$ cat src/rtl/sonic_obstacle_filter.sv
// rtl/sonic_obstacle_filter.sv - sampled ultrasonic distance filter with 4-tap average
// and a debounced, hysteretic obstacle flag.
module sonic_obstacle_filter #(
   parameter int SAMPLE_PERIOD = 10_000_000,
   parameter int NEAR_TH       = 200,
   parameter int FAR_TH        = 250,
   parameter int CONFIRM       = 3,
   parameter int MAX_VALID     = 4000
) (
   input  logic        clk,
   input  logic        rst,
   input  logic        en,
   input  logic [19:0] distance,
   output logic [19:0] dist_avg,
   output logic        avg_valid,
   output logic        obstacle,
   output logic        sample_err
);

   localparam int TW = $clog2(SAMPLE_PERIOD + 1);
   localparam int CW = $clog2(CONFIRM + 1);
   localparam logic [TW-1:0] TICK_LAST = TW'(SAMPLE_PERIOD - 1);
   localparam logic [CW-1:0] CONFIRM_C = CW'(CONFIRM);
   localparam logic [19:0]   NEAR_C    = 20'(NEAR_TH);
   localparam logic [19:0]   FAR_C     = 20'(FAR_TH);
   localparam logic [19:0]   MAX_C     = 20'(MAX_VALID);

   typedef enum logic [1:0] {FAR, NEAR_PEND, NEAR, FAR_PEND} state_t;

   logic [19:0]   d_s1, d_s2;
   logic [TW-1:0] tick_cnt;
   logic          tick, sample_ok;
   logic [19:0]   h0, h1, h2, h3;
   logic [2:0]    fill;
   logic          shifted;
   logic [21:0]   hist_sum;
   state_t        state, state_nx;
   logic [CW-1:0] cnt, cnt_nx, cnt_inc;

   assign tick      = en && (tick_cnt == TICK_LAST);
   assign sample_ok = (d_s2 != 20'd0) && (d_s2 <= MAX_C);
   assign hist_sum  = {2'b00, h0} + {2'b00, h1} + {2'b00, h2} + {2'b00, h3};
   assign cnt_inc   = cnt + 1'b1;

   // distance comes from another clock domain; only d_s2 is ever consumed
   always_ff @(posedge clk or posedge rst) begin
      if (rst) begin
         d_s1 <= '0;
         d_s2 <= '0;
      end else begin
         d_s1 <= distance;
         d_s2 <= d_s1;
      end
   end

   always_ff @(posedge clk or posedge rst) begin
      if (rst) begin
         tick_cnt   <= '0;
         sample_err <= 1'b0;
         shifted    <= 1'b0;
         {h0, h1, h2, h3} <= '0;
         fill       <= '0;
         dist_avg   <= '0;
         avg_valid  <= 1'b0;
      end else if (!en) begin
         tick_cnt   <= '0;
         sample_err <= 1'b0;
         shifted    <= 1'b0;
         {h0, h1, h2, h3} <= '0;
         fill       <= '0;
         dist_avg   <= '0;
         avg_valid  <= 1'b0;
      end else begin
         tick_cnt   <= tick ? '0 : tick_cnt + 1'b1;
         sample_err <= tick && !sample_ok;
         shifted    <= tick && sample_ok;
         if (tick && sample_ok) begin
            {h0, h1, h2, h3} <= {d_s2, h0, h1, h2};
            fill <= (fill == 3'd4) ? 3'd4 : fill + 3'd1;
         end
         // one cycle after the shift the history is settled; publish only once full
         avg_valid <= shifted && (fill == 3'd4);
         if (shifted && (fill == 3'd4))
            dist_avg <= hist_sum[21:2];
      end
   end

   always_ff @(posedge clk or posedge rst) begin
      if (rst) begin
         state    <= FAR;
         cnt      <= '0;
         obstacle <= 1'b0;
      end else if (!en) begin
         state    <= FAR;
         cnt      <= '0;
         obstacle <= 1'b0;
      end else begin
         state    <= state_nx;
         cnt      <= cnt_nx;
         obstacle <= (state_nx == NEAR) || (state_nx == FAR_PEND);
      end
   end

   always_comb begin
      state_nx = state;
      cnt_nx   = cnt;
      case (state)
         FAR: if (avg_valid && dist_avg < NEAR_C) begin
            if (CONFIRM == 1) state_nx = NEAR;
            else begin
               state_nx = NEAR_PEND;
               cnt_nx   = CW'(1);
            end
         end
         NEAR_PEND: if (avg_valid) begin
            if (dist_avg < NEAR_C) begin
               if (cnt_inc == CONFIRM_C) state_nx = NEAR;
               else cnt_nx = cnt_inc;
            end else state_nx = FAR;
         end
         NEAR: if (avg_valid && dist_avg > FAR_C) begin
            if (CONFIRM == 1) state_nx = FAR;
            else begin
               state_nx = FAR_PEND;
               cnt_nx   = CW'(1);
            end
         end
         FAR_PEND: if (avg_valid) begin
            if (dist_avg > FAR_C) begin
               if (cnt_inc == CONFIRM_C) state_nx = FAR;
               else cnt_nx = cnt_inc;
            end else state_nx = NEAR;
         end
         default: state_nx = FAR;
      endcase
   end

endmodule
$ cat config.mk
export PLATFORM = sky130hd
export DESIGN_NAME = sonic_obstacle_filter
export DESIGN_NICKNAME = d
export VERILOG_FILES = /design/src/rtl/sonic_obstacle_filter.sv
export SDC_FILE = /design/constraint.sdc
export NUM_CORES = 1
export LEC_CHECK = 0
export CORE_MARGIN = 2
export CORE_UTILIZATION = 50
export DETAILED_ROUTE_END_ITERATION = 16
export GPL_TIMING_DRIVEN = 0
export PLACE_DENSITY_LB_ADDON = 0.2
export SETUP_SLACK_MARGIN = 0.1
export SLEW_MARGIN = 20
export SYNTH_ARGS = -nofsm -noshare
export SYNTH_HDL_FRONTEND = slang
export SYNTH_SLANG_ARGS = --single-unit
$ cat constraint.sdc
create_clock -name clk -period 16 [get_ports clk]
set_input_delay 4.8 -clock clk [delete_from_list [all_inputs] [get_ports clk]]
set_output_delay 4.8 -clock clk [all_outputs]
set_load 0.1 [all_outputs]
=== Word-level counts from Yosys, hierarchy flattened ===
Cells that the tools add are included.

* Add/sub/neg operators: 6
* Magnitude comparators: 3
* Eq/ne operators: 16
* Multiplexer cells: 38
* Reduce and logical (&&, ||, !) cells: 12

{| class="wikitable"
|+ Operators with widths
! kind !! count
|-
| two-way mux 20 bit || 10
|-
| two-way mux 24 bit || 2
|-
| two-way mux 2 bit || 17
|-
| adder 24 x 1 -> 24 bit, second input constant || 1
|-
| == test 24 bit, second input constant || 1
|-
| adder 21 x 20 -> 22 bit || 1
|-
| adder 22 x 20 -> 22 bit || 1
|-
| adder 20 x 20 -> 21 bit || 1
|-
| > comparator 20 x 8 -> 1 bit, second input constant || 1
|-
| <= comparator 20 x 12 -> 1 bit, second input constant || 1
|-
| less-than comparator 20 x 8 -> 1 bit, second input constant || 1
|-
| nonzero test 20 bit || 1
|-
| inequality test 3 bit, second input constant || 6
|-
| case mux 2 bit (4 select lines) || 2
|-
| == test 2 bit, second input constant || 5
|-
| two-way mux 3 bit || 3
|-
| logical AND 1 bit || 7
|-
| AND reduction 6 bit || 1
|-
| two-way mux 1 bit || 4
|-
| inequality test 2 x 1 -> 1 bit, second input constant || 2
|-
| adder 3 x 1 -> 3 bit, second input constant || 1
|-
| == test 3 bit, second input constant || 1
|-
| adder 2 x 1 -> 2 bit, second input constant || 1
|-
| == test 2 x 1 -> 1 bit, second input constant || 1
|-
| other kinds (3) || 3
|}

* Register bits after elaboration: 175
* Word-level logic and storage cells: 90

=== Logic depth before layout (Yosys ltp) ===
Gate-level depths: netlist (run 1).

* Depth in word-level cells: 9
* Gate-level depth with buffers: 12

=== Least setup slack after synthesis (run 1) ===
OpenSTA, ideal clock, no wires.

* Path kind: input port to flip-flop
* Start point: input en
* End point: register h0[3]
* Setup time: 66 ps
* Arrival: 5969 ps
* Required time: 15934 ps
* Slack: 9965 ps
* Stages on the path: 5
* Cells stage by stage: clkbuf_1 > buf_1 > clkbuf_1 > nand3_2 > nand2_1

* Cells in the longest elaborated chain, start to end: 3
* Elaborated cells between the ends (all ways): 4
* Those cells by class: eq/ne: 1; mux: 1; reduce/logical: 2

{| class="wikitable"
|+ RTL lines
! what !! line !! source
|-
| from (decl) || 12 || <nowiki>input logic en,</nowiki>
|-
| logical AND 1 bit || 40 || <nowiki>assign tick = en && (tick_cnt == TICK_LAST);</nowiki>
|-
| logical AND 1 bit || 77 || <nowiki>if (tick && sample_ok) begin</nowiki>
|-
| inequality test 2 x 1 -> 1 bit (no source line) || - ||
|-
| to (signal assigned) || 78 || <nowiki>{h0, h1, h2, h3} <= {d_s2, h0, h1, h2};</nowiki>
|-
| to (decl) || 33 || <nowiki>logic [19:0] h0, h1, h2, h3;</nowiki>
|}

Several ways; a longest one is shown, not always the timed one.
A chain may end at the register's enable or synchronous reset.

=== Final worst setup path (run 1) ===
* Start point: register dist_avg[3]
* End point: output dist_avg[3]

{| class="wikitable"
|+ RTL lines
! what !! line !! source
|-
| from (decl) || 14 || <nowiki>output logic [19:0] dist_avg,</nowiki>
|-
| from (signal assigned) || 84 || <nowiki>dist_avg <= hist_sum[21:2];</nowiki>
|}

No word-level cell between the ends.

==> reports/metrics.yaml, run 1 <==
wl_um: 18830
initial_core_util: 0.5116
clkPwrFrac: 0.479
slowest_stage: "clkdlybuf4s50_1"
slowest_delay_ps: 1160
wl_per_cell_um: 15.96
required_ps: 11200
synth_cells: 873
setup_viol: 0
cts_root_buf: "clkbuf_16"
synth.avg_cell_area_sq_um: 10.56
synth_nets: 959
synth_warnings: 0
cts.sinks: 175
rsz0062_at_grt: "false"
p_switching_mw: 0.2395
hpwl_um: 13790
status: "finished clean"
worstPathArrival_ps: 2020
cts.path.max_buffers: 2
dp.cells: 1148
area_growth_pct: 15.36
p_seq_frac: 0.493
place.gp.congestion: 0.8427
finalHoldViolCount: 0
synth_top_flop_cell: "dfrtp_1"
fp.dieW_um: 139.8
vias_per_cell: 5.236
hold_path_class: "reg -> reg"
grt_overflow: 0
dp_slack_ps: 8747
ir_drop_uv: 75.79
finalInstanceArea_sq_um: 10640
clock_skew_ps: 9.903
fin_nets: 1024
grt_max_degree: 105
crit_buf_inv: 1
min_from: "d_s1[14]"
cts_tree: "done"
instances_no_fill: 1180
worst_slack_ps: 9177
powerDensity_nw_per_um2: 85.92
synth-edff-count: 0
initialDrtViolationCount: 348
ios: 46
io_buffer_count: 45
slew_headroom: 0.3481
ys_async_sr_fraction: 1.000
ant_nets: 0
holdPathEnd: "d_s2[14]"
drc_errors: 0
path_delay_family: "buffers and inverters"
cp-end-kind: "primary output"
cap_viol_max_count: 0
fmax_mhz: 146.6
placed_area_sq_um: 9993
crit_chain: "clkdlybuf4s50_1"
r2r-start: "h0[1]"
yosysUniqueCellTypes: 58
tns_ps: 0
core_area_sq_um: 18020
worst_slew_pin_slew_ps: 974.8
cts_made_buffers: 17
holdBufCountCts: 0
r2r_cells: 11
cts_setup_buffers: 0
fin_crit_sh: 0.4264
n_fill_cell: 1568
htreeDepth: 4
hold-path-cell-count: 0
swShare: 0.2620
grt_pass1_vias: 6326
clk_latency_ps: 450
via_count: 6179
path_max_fanout: 4
row_count: 49
ys_ff_latch: 175
syn_area_sq_um: 9221
worst-setup-path-type: "reg -> out"
clkTransAtPathRegs_ps: 80
fp.dieH_um: 139.8
fin_util: 0.5902
ys_seq_area_frac: 0.4749
die-area_sq_um: 19550
hold_ws_ps: 349.8
antennaDiodeCount: 0
drv_slew: 0
grt_pass1_wl_um: 32050
groute.usage.overall: 0.2084
period_needed_ps: 6823
cts_resized: 0
startpoint_type: "flip-flop"
critPathLaunch: "dist_avg[3]"
power_mw: 0.9140
layout-drive-gt1-share: 0.1661
first_pass_iters: 4
internal_power_mw: 0.6745
antenna_found_initial: 0
leakagePower_nw: 4.548
r2r-end: "dist_avg[13]"
power_frac_comb: 0.029
r2r_setup_slack_ps: 12190
## synth_stat cells (3+ instances only)
library cell  instances  area, sq um
xnor2_1              15        131.4
o21ai_2              18        157.7
fa_1                 40        800.8
ha_1                 23        287.8
nor2_1               39        146.4
or3_1                 3        18.77
buf_6                12        135.1
nor4_1                8        50.05
nand3_1              23        115.1
a21oi_1              22        110.1
a22oi_1               3        22.52
a21o_1                6        45.04
and3_1               16        100.1
o311a_1               3        30.03
o31ai_1               3        22.52
nand4_1               7        43.79
o21ai_1              42        210.2
and4_1                5        43.79
xor2_1               19        166.4
nand3_2              73        730.7
inv_1               125        469.2
nor3_1               19        95.09
dfrtp_1             175         4379
a31oi_1               3        18.77
buf_2                10        50.05
o21ai_0              24        120.1
clkbuf_1             14        52.55
nand2_1              86        322.8
and2_1                3        18.77
## sequential cells by signal, indices dropped and copies added, names as in the netlist
signal,count
h3,20
h1,20
state,2
fill,3
dist_avg,20
cnt,2
h0,20
sample_err,1
d_s2,20
avg_valid,1
tick_cnt,24
d_s1,20
shifted,1
obstacle,1
h2,20
## cells by family after synthesis
group                    Yosys count  share of synthesized area
XOR/XNOR                          34                    0.03229
adder cells (fa/ha/maj)           63                     0.1180
multiplexers                       2                   0.002171
flip-flops                       175                     0.4749
AO/OA/AOI/OAI                    138                    0.09553
buffers and inverters            164                    0.07788
AND/OR/NAND/NOR                  297                     0.1992
## final cells by class
type | count | area, sq um | area share
Buffer | 38 | 245.2 | 0.02305
Clock buffer | 17 | 425.4 | 0.03999
Clock inverter | 15 | 219.0 | 0.02058
Inverter | 126 | 480.5 | 0.04517
Multi-Input combinational cell | 534 | 4124 | 0.3877
Sequential cell | 175 | 4379 | 0.4117
Tap cell | 229 | 286.5 | 0.02693
Timing Repair Buffer | 46 | 478.0 | 0.04493
## layout by cell type (no fill, tap or decap), types with 22 or more instances in the layout
cell type and count:
dfrtp_1 175, inv_1 124, nand2_1 86, nand3_2 73, clkdlybuf4s50_1 45, o21ai_1 42, fa_1 40, nor2_1 39
o21ai_0 24, nand3_1 23, ha_1 23, a21oi_1 22
## how the worst max path moves through the flow
stage | cells past startpoint | slack [ps] | end
global placement | 2 | 4100 | dist_avg[12]
detailed placement | 6 | 8750 | h0[9]
global route | 6 | 9080 | h0[9]
CTS | 1 | 9160 | avg_valid
floorplan | 1 | 6450 | avg_valid
finish | 1 | 9180 | dist_avg[3]
## power by group through the flow
stage	clock [mW]	combinational, mW	sequential, mW
2_1_floorplan	0	0.0143	0.459
3_3_place_gp	0	0.0261	0.459
3_5_place_dp	0	0.0272	0.459
4_1_cts	0.446	0.0273	0.450
5_1_grt	0.464	0.0299	0.451
6_report	0.437	0.0263	0.450
## layer usage
metal | vias to the layer above | track usage | share of wire
met4 | 0 | 0.06105 | 0.014
met1 | 3046 | 0.2901 | 0.48
met3 | 23 | 0.04095 | 0.029
li1 | 3019 | - | -
met5 | - | 0 | 0
met2 | 91 | 0.3348 | 0.48
(Power assumes the default switching activity.)
==> inputs of run 2 (changes only) <==
==> constraint.sdc (replaced) <==
create_clock -name clk -period 6 [get_ports clk]
set_input_delay 1.8 -clock clk [delete_from_list [all_inputs] [get_ports clk]]
set_output_delay 1.8 -clock clk [all_outputs]
set_load 0.1 [all_outputs]
==> run 2 against run 1 <==
  * Combinational power rose to 3.0 times the previous value
  * Global-route usage up 0.13 points
  * Hold slack about the same
  * Critical path depth unchanged
  * Routed wire length up 1.2%
  * Sequential power rose to 2.7 times the previous value
  * Register-to-register slack worse by 10000 ps
  * First-iteration DRC count down 4.9%
  * Critical path type unchanged
  * Via count up 0.24%
  * Largest power group unchanged
==> reports/metrics.yaml, run 2 (same netlist as run 1, synthesis figures left out) <==
critPathLaunch: "avg_valid"
setup_viol: 0
htreeDepth: 4
fp.dieH_um: 139.8
grt_overflow: 0
final_common_cell: "dfrtp_1"
r2r_cells: 11
crit_end: "avg_valid"
worst-setup-path-type: "reg -> out"
fmax_mhz: 261.0
clock_skew_ps: 12.11
area_growth_pct: 16.40
slowest_delay_ps: 1160
startpoint_type: "flip-flop"
holdBufCountCts: 0
period_needed_ps: 3831
hpwl_um: 14260
wl_per_cell_um: 16.08
ios: 46
slowest_stage: "clkdlybuf4s50_1"
powerDensity_nw_per_um2: 228.3
rsz0062_at_grt: "false"
cts_resized: 0
crit_chain: "clkdlybuf4s50_1"
cts_root_buf: "clkbuf_16"
status: "finished clean"
fin_crit_sh: 0.6385
worst_slack_ps: 2169
regArea_sq_um: 4379
cp-end-kind: "primary output"
min_from: "d_s1[8]"
antennaDiodeCount: 0
worst_slew_pin_slew_ps: 979.0
core_area_sq_um: 18020
slew_headroom: 0.3453
clkTransAtPathRegs_ps: 80
hold_path_class: "reg -> reg"
clk_latency_ps: 440
place.gp.congestion: 0.8273
antenna_found_initial: 0
path_max_fanout: 5
largest_register_ffs: 24
drc_errors: 0
layout_common_cells: "dfrtp_1 (175), inv_1 (124), nand2_1 (86), nand3_2 (73), clkdlybuf4s50_1 (45)"
crit_buf_inv: 1
cts.sinks: 175
grt_max_degree: 38
n_fill_cell: 1563
cts_setup_buffers: 0
r2r-end: "dist_avg[13]"
leakagePower_nw: 4.589
die-area_sq_um: 19550
groute.usage.overall: 0.2097
row_count: 49
fin_nets: 1029
cts.path.max_buffers: 2
instances_no_fill: 1185
io_buffer_count: 45
worstPathArrival_ps: 2030
first_pass_iters: 4
required_ps: 4200
r2r_setup_slack_ps: 2200
cts_tree: "done"
multi_input_area_sq_um: 4124
grt_pass1_vias: 6325
vias_per_cell: 5.227
fp.dieW_um: 139.8
dp.cells: 1153
cap_viol_max_count: 0
path_delay_family: "buffers and inverters"
regMostFlops: "tick_cnt"
grt_pass1_wl_um: 32490
finalHoldViolCount: 0
cts_made_buffers: 17
drv_slew: 0
r2r-start: "h0[1]"
wl_um: 19060
initial_core_util: 0.5116
crit_cells: 1
initialDrtViolationCount: 331
dp_slack_ps: 1839
layout-drive-gt1-share: 0.1705
ant_nets: 0
tns_ps: 0
via_count: 6194
fin_util: 0.5955
power_mw: 2.450
ir_drop_uv: 216.2
-- run 2: worst min-delay path by stage --
stage                     endpoint  slack [ps]  cells after the start
after floorplan            d_s2[0]         330                      0
after global placement     d_s2[8]         330                      0
after detailed placement  d_s2[13]         330                      0
after CTS                  d_s2[3]         350                      0
after global routing      d_s2[13]         360                      0
final                      d_s2[8]         350                      0
-- run 2: routing by layer --
layer | share of wire | GRT usage | wire length [um] | up-vias
li1 | - | - | - | 3024
met1 | 0.47 | 0.2909 | 8946 | 3052
met2 | 0.49 | 0.3471 | 9312 | 99
met3 | 0.030 | 0.03889 | 570 | 19
met4 | 0.012 | 0.04737 | 226 | 0
met5 | 0 | 0 | 0 | -
-- run 2: layout make-up --
class,instances,share of cell area
buffer,38,0.02285
clock buffer,17,0.03963
clock inverter,15,0.02040
inverter,126,0.04441
multi-input combinational,534,0.3842
sequential,175,0.4080
tap,229,0.02669
timing repair buffer,51,0.05385
-- run 2: where the power goes --
group          total, mW  internal (mW)  switching (mW)
clock network       1.17          0.586           0.586
registers           1.20           1.19         0.00731
logic             0.0776         0.0267          0.0509
-- run 2: metrics by stage --
| stage | cell area [sq um] | hold WS [ps] |
|---|---|---|
| 4_1_cts | 10730 | 353.0 |
| 6_report | 10730 | 350.2 |
| 2_1_floorplan | 9225 | 331.2 |
| 5_1_grt | 10730 | 358.4 |
| 3_3_place_gp | 9962 | 331.2 |
| 3_5_place_dp | 10090 | 334.7 |
